===== src/rtl/instr_fetch_unit_pkg.sv =====
// Shared definitions for the instruction fetch unit: FSM state codes, next-PC select codes and
// the default reset PC.
package instr_fetch_unit_pkg;

  typedef enum logic [1:0] {
    StIdle  = 2'b00,
    StFetch = 2'b01,
    StExec  = 2'b10
  } state_e;

  typedef enum logic [1:0] {
    NpcSeq = 2'b00,
    NpcBr  = 2'b01,
    NpcJ   = 2'b10
  } npc_sel_e;

  localparam logic [31:0] DefaultResetPc = 32'h0000_3000;

endpackage


===== src/rtl/instr_fetch_unit_npc_calc.sv =====
// Combinational next-PC resolution: jump beats taken branch beats sequential.
module instr_fetch_unit_npc_calc
  import instr_fetch_unit_pkg::*;
(
  input  logic [31:0] pc,
  input  logic [25:0] instr_index,
  input  logic        jump,
  input  logic        branch,
  input  logic        zero,
  output logic [31:0] npc,
  output logic [31:0] pc_plus4
);

  npc_sel_e    sel;
  logic [31:0] br_off;

  always_comb begin
    pc_plus4 = pc + 32'd4;
    br_off   = {{14{instr_index[15]}}, instr_index[15:0], 2'b00};
    if (jump) begin
      sel = NpcJ;
    end else if (branch && zero) begin
      sel = NpcBr;
    end else begin
      sel = NpcSeq;
    end
    unique case (sel)
      NpcJ:    npc = {pc_plus4[31:28], instr_index, 2'b00};
      NpcBr:   npc = pc_plus4 + br_off;
      default: npc = pc_plus4;
    endcase
  end

endmodule


===== src/rtl/instr_fetch_unit.sv =====
// Fetch stage: PC, instruction register and IDLE/FETCH/EXEC sequencing.
// Optional alignment checking is enabled by defining IF_ALIGN_CHECK_EN.
module instr_fetch_unit
  import instr_fetch_unit_pkg::*;
#(
  parameter logic [31:0] RESET_PC = DefaultResetPc
) (
  input  logic        clk,
  input  logic        rst_n,
  output logic        imem_req,
  output logic [31:0] imem_addr,
  input  logic        imem_ready,
  input  logic [31:0] imem_rdata,
  output logic [31:0] instr,
  output logic [5:0]  opcode,
  output logic [5:0]  funct,
  output logic        instr_valid,
  input  logic        exec_done,
  input  logic        jump,
  input  logic        branch,
  input  logic        zero,
  output logic [31:0] pc,
  output logic [31:0] pc_plus4
`ifdef IF_ALIGN_CHECK_EN
  ,
  output logic        align_err
`endif
);

  state_e      state_q, state_d;
  logic [31:0] pc_q, pc_d;
  logic [31:0] instr_q, instr_d;
  logic [31:0] npc, npc_eff;

  instr_fetch_unit_npc_calc u_npc_calc (
    .pc          (pc_q),
    .instr_index (instr_q[25:0]),
    .jump        (jump),
    .branch      (branch),
    .zero        (zero),
    .npc         (npc),
    .pc_plus4    (pc_plus4)
  );

`ifdef IF_ALIGN_CHECK_EN
  logic align_err_q, align_err_d;
  assign npc_eff   = npc;
  assign align_err = align_err_q;
`else
  assign npc_eff = npc & 32'hFFFF_FFFC;
`endif

  always_comb begin
    state_d = state_q;
    pc_d    = pc_q;
    instr_d = instr_q;
`ifdef IF_ALIGN_CHECK_EN
    align_err_d = align_err_q;
`endif
    unique case (state_q)
      StIdle: begin
`ifdef IF_ALIGN_CHECK_EN
        // Once flagged, the unit parks here until reset.
        if (align_err_q) begin
          state_d = StIdle;
        end else if (pc_q[1:0] != 2'b00) begin
          align_err_d = 1'b1;
          state_d     = StIdle;
        end else begin
          state_d = StFetch;
        end
`else
        state_d = StFetch;
`endif
      end
      StFetch: begin
        if (imem_ready) begin
          instr_d = imem_rdata;
          state_d = StExec;
        end
      end
      StExec: begin
        if (exec_done) begin
`ifdef IF_ALIGN_CHECK_EN
          if (npc_eff[1:0] != 2'b00) begin
            align_err_d = 1'b1;
            state_d     = StIdle;
          end else begin
            pc_d    = npc_eff;
            state_d = StFetch;
          end
`else
          pc_d    = npc_eff;
          state_d = StFetch;
`endif
        end
      end
      default: state_d = StIdle;
    endcase
  end

  always_ff @(posedge clk or negedge rst_n) begin
    if (!rst_n) begin
      state_q <= StIdle;
      pc_q    <= RESET_PC;
      instr_q <= 32'h0;
`ifdef IF_ALIGN_CHECK_EN
      align_err_q <= 1'b0;
`endif
    end else begin
      state_q <= state_d;
      pc_q    <= pc_d;
      instr_q <= instr_d;
`ifdef IF_ALIGN_CHECK_EN
      align_err_q <= align_err_d;
`endif
    end
  end

  assign imem_req    = (state_q == StFetch);
  assign imem_addr   = pc_q;
  assign instr       = instr_q;
  assign opcode      = instr_q[31:26];
  assign funct       = instr_q[5:0];
  assign instr_valid = (state_q == StExec);
  assign pc          = pc_q;

endmodule

===== config.mk =====
export PLATFORM = sky130hd
export DESIGN_NAME = instr_fetch_unit
export DESIGN_NICKNAME = d
export VERILOG_FILES = /design/src/rtl/instr_fetch_unit_pkg.sv /design/src/rtl/instr_fetch_unit_npc_calc.sv /design/src/rtl/instr_fetch_unit.sv
export SDC_FILE = /design/constraint.sdc
export NUM_CORES = 1
export LEC_CHECK = 0
export ABC_AREA = 1
export CAP_MARGIN = 20
export CORE_UTILIZATION = 50
export CTS_CLUSTER_SIZE = 12
export DETAILED_ROUTE_END_ITERATION = 8
export PLACE_DENSITY = 0.82
export SETUP_SLACK_MARGIN = 0.05
export SLEW_MARGIN = 15
export SYNTH_ARGS = -nofsm -noshare
export SYNTH_HDL_FRONTEND = slang
export SYNTH_SLANG_ARGS = --single-unit

===== constraint.sdc =====
create_clock -name clk -period 2.9 [get_ports clk]
set_input_delay 0.435 -clock clk [delete_from_list [all_inputs] [get_ports clk]]
set_output_delay 0.435 -clock clk [all_outputs]
set_load 0.005 [all_outputs]

==> metrics.txt <==
remaining antenna violation count=0; setup ws final=-0.159 ns; most common cell in the netlist=nand2_1; Crit path required time=3.18 ns; Seq. cell area=1610 sq um; dpl ws=-0.127 ns; unrepaired setup endpoints after global routing=true; Clock Skew=0.0104 ns; first-pass GRT wire length=37,300 um; final net count=1,377; Post-Syn Area=6490 sq um; layout cells sized above 1=0.304; worst r2r src=imem_addr[2]; ys async rst share=1.00; Worst Tran Pin Value=1.14 ns; CTS tree=yes; share of the yosys chip area belonging to registers=0.247; ys flop type=dfrtp_1; starting density of the core=0.514; VDD IR max=0.00110 V; Worst Path Arrival=3.34 ns; Synth cell types=45; worst rel slew slack=0.239; Yosys top cell by area=dfrtp_1; row cnt=41; #FFs+latches synth=64; DRC=0; Syn Inst Count=1,017; Clock transition at path regs=0.06 ns; switching pwr=7.53 mW; initial antenna violation count=0; Layout Cell Area excl Fill=10,300 sq um; Gate power share=0.802; Internal=7.76 mW; IO Count=181; yosys warns=0; critical path type=flop to flop; clk_lat worst skew=0.35 ns; Setup crit start=imem_addr[2]; failing checks=setup timing; pin count of the biggest net entering global routing=30; setup slack, reg-to-reg=-0.16 ns; 1st-pass router iterations=6; Core Area=12,600 sq um; area delta synth->final=59.2%; Final setup viols=15; CTS root buf=clkbuf_16; DR vias/cell=5.69; Sequential Power Share=0.130; Multi-input gate area=4660 sq um; critical path peak fanout=4; outcome=complete, but fails checks; final hold vios=0; Port Buffer Count=174; die area=13,400 sq um; Final Wtd Congestion=1.02; Placement Cell Area=9080 sq um; fill count=851; CP startpoint kind=flop; Sw Share=0.493; min cycle time layout=3.06 ns; Clock power frac=0.069; final wirelength=28,700 um; Starting DRT DRC Count=916; Pwr Density=1480 nW/um^2; Die Ht=116 um; maximum clock path buffer count=2; syn_area_per_cell=6.38 sq um; fin. max-slew vios=0; clk sinks=64; Total GRT Usage=0.370; Max-Cap Viols=0; GRT overflow=0; kind of end point of the critical path=flop; via count=8,408; Hold Path Class=primary input to async pin; Post-synth EDFFs=0; TritonCTS buffer count=9; Die W=116 um; Final HPWL DP=19,100 um; ant diodes=0; Leakage=5.12 nW; Period Utilization, post-route=1.05; Post-synth top cells=nand2_1, inv_1, nor2_1; Synth top area share=0.239; vias in the first global route=7,457; CTS H-tree depth=3; Synth area leaders=dfrtp_1, nand2_1, inv_1; fmax=0.327 GHz; Avg WL per Cell=19.5 um
[stage by stage]
| stage | utilization | power [mW] | instances | hold WS, ns | setup TNS (ns) |
|---|---|---|---|---|---|
| 2_1_floorplan | - | 6.92 | 1022 | 0.139 | 0 |
| 3_3_place_gp | 0.719 | 11.4 | 1445 | 0.473 | -0.432 |
| 4_1_cts | 0.755 | 13.1 | 1463 | 0.153 | 0 |
| 5_1_grt | 0.818 | 16.2 | 1477 | 0.175 | -3.33 |
| 6_report | 0.818 | 15.3 | 1477 | 0.135 | -1.15 |
| 3_5_place_dp | 0.719 | 11.6 | 1445 | 0.477 | -0.472 |
[cell families (layout without fill, tap and decap cells)]
| kind of cell | Yosys count | count (layout) | synth area share |
|---|---|---|---|
| and+or+nand+nor | 541 | 541 | 0.356 |
| adders and majority gates | 37 | 37 | 0.0725 |
| buffers and inverters | 226 | 509 | 0.160 |
| xor gates and xnor gates | 8 | 8 | 0.0108 |
| DFF | 64 | 64 | 0.247 |
| muxes | 30 | 30 | 0.0521 |
| other | 1 | 6 | 0.000578 |
| AOI/OAI and AO/OA | 110 | 110 | 0.100 |
[per-layer routing]
layer  vias up  part of all wire  global-route usage
met5         -                 0                   0
met4         0             0.075               0.209
met3       199             0.099              0.0696
met2       635              0.46               0.602
met1      3845              0.37               0.462
li1       3729                 -                   -
[final timing paths]
path | endpoint | depth (start not counted)
hold reg to reg | state_q[0] | 1
max in group asynchronous | imem_addr[4] | 2
hold / removal | instr[14] | 1
setup / recovery | imem_addr[21] | 19
min in group clk | state_q[0] | 1
setup reg to reg | imem_addr[21] | 19
[worst max-delay path: stages, from the launching register on]
cell	delay [ns]
dfrtp_1	0.38
ha_2	0.19
nand2_1	0.09
nor2_2	0.12
nand2_1	0.09
inv_2	0.09
xor2_2	0.34
inv_1	0.17
ha_4	0.26
buf_4	0.14
nand2_1	0.06
nand2_1	0.10
nand2_2	0.09
nand2_2	0.07
nand3b_1	0.27
nand2_1	0.15
nand2_1	0.06
nand2_1	0.07
nand3_2	0.09
a21boi_2	0.16
[power by group through the flow]
| stage | combinational (mW) | sequential (mW) | clock [mW] |
|---|---|---|---|
| 2_1_floorplan | 5.08 | 1.84 | 0 |
| 3_3_place_gp | 9.57 | 1.83 | 0 |
| 3_5_place_dp | 9.71 | 1.85 | 0 |
| 4_1_cts | 10.2 | 1.86 | 1.03 |
| 5_1_grt | 13.1 | 2.01 | 1.08 |
| 6_report | 12.3 | 1.99 | 1.05 |
[timing repair]
action | in CTS | in global routing
hold buffers | 0 | 0
pin swaps | 9 | 48
gates resized for setup | 41 | 182
setup buffers | 3 | 14
setup endpoints to repair | 22 | 37
[area by class of cell]
| cell class | count | share of cell area |
|---|---|---|
| timing repair buffer | 331 | 0.286 |
| clock inverter | 5 | 0.00327 |
| sequential | 64 | 0.156 |
| tap | 172 | 0.0208 |
| multi-input combinational | 732 | 0.451 |
| clock buffer | 10 | 0.0231 |
| inverter | 163 | 0.0597 |
[cell usage in the layout (no fill, tap or decap), types with 5 or more instances in the layout]
master,n
clkdlybuf4s50_1,169
inv_2,21
buf_6,7
dfrtp_2,7
o21ai_1,6
a21oi_2,13
nand3_2,7
mux2_2,30
inv_1,140
nand2_1,288
a21boi_1,7
nor2_4,17
conb_1,6
nand2_2,42
nor2_2,24
nand2_4,8
buf_4,150
ha_1,14
a22oi_1,5
nand3b_1,10
nand4_1,8
nor2_1,45
ha_4,20
nand3_1,69
nor3_2,7
o21ai_0,14
a21oi_1,42
clkbuf_16,9
dfrtp_1,55
[flip-flops by register name, indices dropped and copies added, names as in the netlist]
signal,cells
instr,32
imem_addr,30
state_q,2
Power figures use the tool's default switching activity.
